==> config.mk <==
export PLATFORM = sky130hd
export DESIGN_NAME = reg_bank_timer
export DESIGN_NICKNAME = d
export VERILOG_FILES = /design/src/rtl/reg_bank_pkg.sv /design/src/rtl/reg_timer.sv /design/src/rtl/reg_bank_timer.sv
export SDC_FILE = /design/constraint.sdc
export NUM_CORES = 1
export LEC_CHECK = 0
export BUFFER_PORTS_ARGS = -buffer_cell sky130_fd_sc_hd__buf_2
export CAP_MARGIN = 5
export CORE_ASPECT_RATIO = 0.5
export CORE_MARGIN = 1
export CORE_UTILIZATION = 40
export DETAILED_ROUTE_END_ITERATION = 8
export GPL_ROUTABILITY_DRIVEN = 0
export PLACE_DENSITY = 0.62
export REMOVE_ABC_BUFFERS = 1
export SLEW_MARGIN = 5
export SYNTH_ARGS = -nofsm -noshare
export SYNTH_HDL_FRONTEND = slang
export SYNTH_SLANG_ARGS = --single-unit
==> constraint.sdc <==
create_clock -name clk -period 2.45 [get_ports clk]
set_input_delay 0.1225 -clock clk [delete_from_list [all_inputs] [get_ports clk]]
set_output_delay 0.1225 -clock clk [all_outputs]
set_load 0.005 [all_outputs]
==> src/rtl/reg_bank_pkg.sv <==
// Shared register map, field positions and timer state encoding for reg_bank_timer.
package reg_bank_pkg;

    localparam int unsigned R_ADDR_WIDTH = 3;
    localparam logic [31:0] ID_VALUE     = 32'h5242_5401;

    localparam logic [R_ADDR_WIDTH-1:0] REG_ID      = 3'd0;
    localparam logic [R_ADDR_WIDTH-1:0] REG_SCRATCH = 3'd1;
    localparam logic [R_ADDR_WIDTH-1:0] REG_CTRL    = 3'd2;
    localparam logic [R_ADDR_WIDTH-1:0] REG_RELOAD  = 3'd3;
    localparam logic [R_ADDR_WIDTH-1:0] REG_COUNT   = 3'd4;
    localparam logic [R_ADDR_WIDTH-1:0] REG_STATUS  = 3'd5;
    localparam logic [R_ADDR_WIDTH-1:0] REG_EVTCNT  = 3'd6;
    localparam logic [R_ADDR_WIDTH-1:0] REG_RSVD    = 3'd7;

    localparam int unsigned CTRL_EN    = 0;
    localparam int unsigned CTRL_AR    = 1;
    localparam int unsigned CTRL_IE    = 2;
    localparam int unsigned STATUS_EXP = 0;
    localparam int unsigned STATUS_RUN = 1;

    typedef enum logic [0:0] {
        T_IDLE = 1'b0,
        T_RUN  = 1'b1
    } tstate_t;

endpackage

==> src/rtl/reg_timer.sv <==
// Countdown timer FSM: loads from RELOAD, expires when COUNT reaches 1 (or 0), optional reload.
module reg_timer
    import reg_bank_pkg::*;
(
    input  logic        clk,
    input  logic        rst_n,
    input  logic        load_i,
    input  logic        stop_i,
    input  logic        ar_i,
    input  logic [31:0] reload_i,
    output logic [31:0] count_o,
    output logic        run_o,
    output logic        expire_o
);

    tstate_t     state_q, state_d;
    logic [31:0] count_q, count_d;

    always_comb begin
        state_d  = state_q;
        count_d  = count_q;
        expire_o = 1'b0;
        case (state_q)
            T_IDLE: begin
                if (load_i) begin
                    state_d = T_RUN;
                    count_d = reload_i;
                end
            end
            T_RUN: begin
                // A stop request wins over an expiry on the same edge; COUNT is frozen.
                if (stop_i) begin
                    state_d = T_IDLE;
                end else if (count_q <= 32'd1) begin
                    expire_o = 1'b1;
                    if (ar_i) begin
                        count_d = reload_i;
                    end else begin
                        count_d = '0;
                        state_d = T_IDLE;
                    end
                end else begin
                    count_d = count_q - 32'd1;
                end
            end
            default: state_d = T_IDLE;
        endcase
    end

    always_ff @(posedge clk or negedge rst_n) begin
        if (!rst_n) begin
            state_q <= T_IDLE;
            count_q <= '0;
        end else begin
            state_q <= state_d;
            count_q <= count_d;
        end
    end

    assign count_o = count_q;
    assign run_o   = (state_q == T_RUN);

endmodule

==> src/rtl/reg_bank_timer.sv <==
// Eight-register slave: ID, scratch, countdown timer, W1C status, saturating event counter.
module reg_bank_timer
    import reg_bank_pkg::*;
(
    input  logic                    clk,
    input  logic                    rst_n,
    input  logic [R_ADDR_WIDTH-1:0] i_rreg,
    input  logic                    i_rd,
    output logic [31:0]             o_rdata,
    input  logic [R_ADDR_WIDTH-1:0] i_wreg,
    input  logic [31:0]             i_wdata,
    input  logic                    i_wr,
    input  logic                    i_evt,
    output logic                    o_irq
);

    logic [31:0] scratch_q, scratch_d;
    logic [31:0] reload_q, reload_d;
    logic [31:0] evtcnt_q, evtcnt_d;
    logic [31:0] rdata_q, rdata_d;
    logic [2:0]  ctrl_q, ctrl_d;
    logic        exp_q, exp_d;

    logic [31:0] count;
    logic        run;
    logic        expire;
    logic        wr_ctrl;

    assign wr_ctrl = i_wr && (i_wreg == REG_CTRL);

    reg_timer u_timer (
        .clk      (clk),
        .rst_n    (rst_n),
        .load_i   (wr_ctrl && i_wdata[CTRL_EN]),
        .stop_i   (wr_ctrl && !i_wdata[CTRL_EN]),
        .ar_i     (ctrl_q[CTRL_AR]),
        .reload_i (reload_q),
        .count_o  (count),
        .run_o    (run),
        .expire_o (expire)
    );

    always_comb begin
        scratch_d = scratch_q;
        reload_d  = reload_q;
        ctrl_d    = ctrl_q;
        exp_d     = exp_q;
        evtcnt_d  = evtcnt_q;

        if (i_wr && (i_wreg == REG_SCRATCH)) scratch_d = i_wdata;
        if (i_wr && (i_wreg == REG_RELOAD))  reload_d  = i_wdata;
        if (wr_ctrl)                         ctrl_d    = i_wdata[2:0];
        if (i_wr && (i_wreg == REG_STATUS) && i_wdata[STATUS_EXP]) exp_d = 1'b0;

        // A one-shot expiry drops EN after any same-edge CTRL write; a new EXP beats W1C.
        if (expire) begin
            exp_d = 1'b1;
            if (!ctrl_q[CTRL_AR]) ctrl_d[CTRL_EN] = 1'b0;
        end

        if (i_wr && (i_wreg == REG_EVTCNT)) begin
            evtcnt_d = {31'd0, i_evt};
        end else if (i_evt && (evtcnt_q != 32'hFFFF_FFFF)) begin
            evtcnt_d = evtcnt_q + 32'd1;
        end
    end

    always_comb begin
        rdata_d = rdata_q;
        if (i_rd) begin
            case (i_rreg)
                REG_ID:      rdata_d = ID_VALUE;
                REG_SCRATCH: rdata_d = scratch_q;
                REG_CTRL:    rdata_d = {29'd0, ctrl_q};
                REG_RELOAD:  rdata_d = reload_q;
                REG_COUNT:   rdata_d = count;
                REG_STATUS:  rdata_d = {30'd0, run, exp_q};
                REG_EVTCNT:  rdata_d = evtcnt_q;
                default:     rdata_d = '0;
            endcase
        end
    end

    always_ff @(posedge clk or negedge rst_n) begin
        if (!rst_n) begin
            scratch_q <= '0;
            reload_q  <= '0;
            evtcnt_q  <= '0;
            rdata_q   <= '0;
            ctrl_q    <= '0;
            exp_q     <= 1'b0;
        end else begin
            scratch_q <= scratch_d;
            reload_q  <= reload_d;
            evtcnt_q  <= evtcnt_d;
            rdata_q   <= rdata_d;
            ctrl_q    <= ctrl_d;
            exp_q     <= exp_d;
        end
    end

    assign o_rdata = rdata_q;
    assign o_irq   = exp_q & ctrl_q[CTRL_IE];

endmodule

# Yosys cells after proc, flatten, opt, wreduce, memory -nomap -nowiden
# Cells that the tools add are included.
dict set report word_totals {
  reg_bits 165
  input_bits 43
  output_inout_bits 33
}
dict set report op_classes {
  n_addsub 2
  n_lt_le_gt_ge 1
  eq_ne 14
  n_mux 21
  bitwise_logic 2
  reduce_logical 14
}
# cell count
set ops {}
lappend ops {{case mux 32 bit (7 select lines)} 1}
lappend ops {{2-to-1 mux 32 bit} 6}
lappend ops {{case mux 32 bit (2 select lines)} 1}
lappend ops {{adder 32 x 1 -> 32 bit (second input constant)} 1}
lappend ops {{less-or-equal comparator 32 x 1 -> 1 bit (second input constant)} 1}
lappend ops {{inequality test 32 bit (second input constant)} 1}
lappend ops {{subtractor 32 x 1 -> 32 bit (second input constant)} 1}
lappend ops {{== test 3 bit (second input constant)} 5}
lappend ops {{== test 3 x 2 -> 1 bit (second input constant)} 4}
lappend ops {{2-to-1 mux 1 bit} 12}
lappend ops {{logical AND 1 bit} 9}
lappend ops {{== test 3 x 1 -> 1 bit (second input constant)} 2}
lappend ops {{nonzero test 2 bit} 2}
lappend ops {{zero test 3 bit} 1}
lappend ops {{inequality test 2 x 1 -> 1 bit (second input constant)} 1}
lappend ops {{inequality test 2 bit (second input constant)} 1}
lappend ops {{case mux 1 bit (2 select lines)} 1}
lappend ops {{AND reduction 2 bit} 1}
lappend ops {{bitwise AND 1 bit} 1}
lappend ops {{zero test 1 bit} 1}
lappend ops {{inverter 1 bit} 1}

# Logic depth before layout (Yosys ltp)
dict set report logic_depth {
  ltp_word 6
  depth_mapped 9
}

# By module
# Synthesis repeated with hierarchy kept, for this count alone.
dict set report unflattened {
  hier_cells 864
  hier_area_um2 8836.0
}
# module n_inst cells_each area_per_inst_um2 seq_area_each_um2
set modules_own_cells {}
lappend modules_own_cells {reg_bank_timer 1 598 6443.7 3303.2}
lappend modules_own_cells {reg_timer 1 266 2392.3 825.8}

# Least setup slack after synthesis
# No wires, ideal clock.
dict set report synth_timing {
  path_kind {register -> register}
  start {register u_timer.count_q[9], in the netlist u_timer.count_o[9]}
  end {register u_timer.count_q[12], in the netlist u_timer.count_o[12]}
  setup_time_ns 0.133
  arrival_ns 2.435
  required_time_ns 2.317
  slack_ns -0.118
  path_stages_with_launch 8
  synth_period_minus_slack_ns 2.568
  cell_sequence {dfrtp_1 or4_4 or3_4 or4_1 buf_2 o21ai_2 buf_4 o22ai_1}
}
dict set report synth_via {
  elab_chain_len 4
}
# item line_no
set synth_lines {}
lappend synth_lines {{from (decl)} reg_timer.sv:17} ;# logic [31:0] count_q, count_d;
lappend synth_lines {{from (signal assigned)} reg_timer.sv:56} ;# count_q <= count_d;
lappend synth_lines {{subtractor 32 x 1 -> 32 bit or less-or-equal comparator 32 x 1 -> 1 bit (tied branches)} {reg_timer.sv:43, reg_timer.sv:34}}
lappend synth_lines {{2-to-1 mux 32 bit *} reg_timer.sv:34} ;# end else if (count_q <= 32'd1) begin
lappend synth_lines {{2-to-1 mux 32 bit *} reg_timer.sv:32} ;# if (stop_i) begin
lappend synth_lines {{case mux 32 bit (2 select lines) *} reg_timer.sv:23} ;# case (state_q)
# Mark *: on every way between the ends. The rest lies on a longest branch, timed or not. The select of a mux whose other input is x is not followed.
# A chain may end at the register's enable or synchronous reset.

# Worst setup path in the final report
dict set report layout_timing {
  start {register u_timer.count_q[9], in the netlist u_timer.count_o[9]}
  end {register u_timer.count_q[9], in the netlist u_timer.count_o[9]}
}
# Same word-level chain as after synthesis.

==> run metrics <==
synth warn 0; Global Route Usage Sum 25.8%; Synth Area in Compound Gates 18.9%; via count 7,728; number of synthesized flops with an enable pin 0; Post-Route WL 27.1 mm; Num CTS Buffers 17; syn_area_per_cell 9.96 sq um; type of the worst setup path flop to flop; final clock skew 0.00772 ns; Slew headroom 61.5%; crit path capture type flop; area grow syn2layout 29.0%; non-filler cells, final 1,304; Vias/cell 5.93; die width 208 um; Worst-Margin Slew 0.576 ns; Async S/R FF share, synth 100%; Ports 76; Setup crit start kind flop; status finished, violations left; DR pass1 iterations 7; post-synth top area share 48.9%; num rows 37; final-report max-slew violation count 0; Final min period 2.57 ns; initial core utilization 40.9%; Adder-Cell Fraction of Synth Area 0.444%; violated checks negative setup slack; Iter 0 DRT Violations 706; Num Clock Sinks 165; worst min-delay path category primary input to flop; fin crit share 105%; post-route ant nets 0; Fillers 1,859; # port buffers 75; Congestion Overflow GR 0; register area share after synthesis 48.9%; CTS H-tree lvls 4; initial antenna violation count 0; most common library cell in the layout ignoring fill and taps dfrtp_1; Max Clk Rate 390 MHz; Synth cell types 63; final hold vios 0; WP data arrival 2.86 ns; Nets 1,064; crit path max fanout 6; Cell Count Post-Placement 1,231; CP Data Required Time 2.74 ns; Simple-Gate Fraction of Synth Area 15.1%; Synth Area in XOR/XNOR 2.18%; synthesis-stage register bit count 165; utilization after layout 52.8%; core box area 20,600 sq um; Met1 Wirelength 13.6 mm; Syn Std Cell Area 8450 sq um; maximum vdd drop 0.000546 V; vias in the first global route 7,588; clk slew on worst S/H paths 0.07 ns; share of post-route cells with drive strength above 1 30.3%; largest family of logic cells by synthesized area compound AO/OA/AOI/OAI gates; RSZ-0062 raised after global routing yes; Clock Path Buffers 2; Synth Instances 849; metal2 WL 11.2 mm; portion of netlist area occupied by mux cells 10.1%; most frequent cells in the layout dfrtp_1 (165), buf_4 (88), buf_2 (74); Final Setup Violations 29; Diodes inserted 0; max_cap viols 0; metal3 WL 1.69 mm; top layer in use met4; first-pass GRT wire length 43.3 mm; min setup slack post-route -0.115 ns; Worst-Skew Late Latency 0.43 ns; leak pwr 4.67 nW; Synth area leaders dfrtp_1 (49%), mux2_2 (9.7%), a21oi_1 (2.9%); largest net degree at the start of global routing 82; TritonCTS clock tree yes; largest area contributor in the netlist dfrtp_1; DR WL/cell 20.8 um; DP HPWL 18.6 mm; DIE AREA 21,800 sq um; CTS Root Cell clkbuf_16; dominant synthesized flop cell dfrtp_1; die height 105 um; DRC 0; pwr dens 896 nW/um^2
[repair_timing]
| action | 4_1_cts | 5_1_grt |
|---|---|---|
| cloned | 2 | 1 |
| buffers inserted | 4 | 2 |
| endpoints found under the setup margin | 35 | 34 |
| endpoints found under the hold margin | 100 | 0 |
| hold buffers | 32 | 0 |
| pin swaps | 11 | 3 |
| resized for setup | 38 | 13 |
[state kept, by name, summed over array words and instances, names as in the netlist]
signal and count:
exp_q 1, scratch_q 32, u_timer.run_o 1, o_rdata 32, reload_q 32, u_timer.count_o 32
ctrl_q 3, evtcnt_q 32
[report_power, final]
part	switching, mW	leakage [nW]	internal [mW]
Sequential	0.585	2.08	3.33
Combinational	1.51	2.28	1.39
Clock	1.16	0.310	1.79
[final cells by class]
cell class | instances | area [sq um] | area share [%]
clock buffer | 21 | 470 | 4.32
sequential | 165 | 4130 | 37.9
multi-input combinational | 589 | 4100 | 37.6
inverter | 39 | 146 | 1.34
clock inverter | 11 | 171 | 1.57
tap | 273 | 342 | 3.13
timing repair buffer | 206 | 1540 | 14.2
[metrics by stage]
step / area (sq um) / hold slack [ns] / TNS, ns / worst slack, ns / total power [mW]
3_5_place_dp: 9680 / 0.0621 / -4.72 / -0.233 / 6.52
6_report: 10900 / 0.0348 / -1.16 / -0.115 / 9.77
4_1_cts: 10800 / 0.0256 / -0.844 / -0.0878 / 9.66
2_1_floorplan: 8230 / -0.173 / -53.82 / -1.49 / 5.19
3_3_place_gp: 9680 / 0.0669 / -3.40 / -0.180 / 6.43
5_1_grt: 10900 / 0.0455 / -2.70 / -0.139 / 10.2
[critical path: stages (launching register included)]
cell,delay [ns]
dfrtp_1,0.39
or4_4,0.54
or3_4,0.36
or4_4,0.62
o21ai_4,0.23
buf_6,0.18
o22ai_1,0.11
[path summary, 6_finish.rpt]
check                                                     from                              to  slack [ns]  cells after the start
worst max register to register  u_timer.count_o[9]$_DFFE_PN0P_  u_timer.count_o[9]$_DFFE_PN0P_       -0.12                      6
max in group asynchronous                                rst_n        reload_q[19]$_DFFE_PN0P_        1.51                      3
worst max-delay path            u_timer.count_o[9]$_DFFE_PN0P_  u_timer.count_o[9]$_DFFE_PN0P_       -0.12                      6
min in group asynchronous                                rst_n        reload_q[16]$_DFFE_PN0P_        0.17                      2
worst min register to register         o_rdata[10]$_DFFE_PN0P_         o_rdata[10]$_DFFE_PN0P_        0.47                      1
worst min-delay path                                     i_evt         evtcnt_q[1]$_DFFE_PN0P_        0.03                      3
[synth_stat cells (4+ instances only)]
master and n:
nor4_1 10, nor3_1 27, o221ai_1 8, a21oi_1 49, nor3b_1 4, and2_1 5
a221oi_1 23, buf_1 4, or3_1 19, and3_1 8, mux2_2 73, a32oi_1 4
a22oi_1 10, clkbuf_1 47, xnor2_1 9, a22o_1 23, inv_1 38, o211ai_1 7
o21ai_0 49, nand4_1 13, o22ai_1 33, nor2_1 59, o31ai_1 4, nand3_1 23
nand2b_1 4, nand2_1 58, xor2_1 12, dfrtp_1 165, o21a_1 7
[metal layers]
layer  GRT usage (%)  up-vias
li1                -     3508
met1            39.2     3888
met2            37.0      292
met3            5.02       40
met4            7.25        0
met5               0        -
[logic make-up after synthesis]
group	count (synthesis)
adder cells (fa/ha/maj)	3
XOR/XNOR	21
AND/OR/NAND/NOR	252
buffers and inverters	95
flip-flops	165
AO/OA/AOI/OAI	237
multiplexers	76
(Power assumes the default switching activity.)
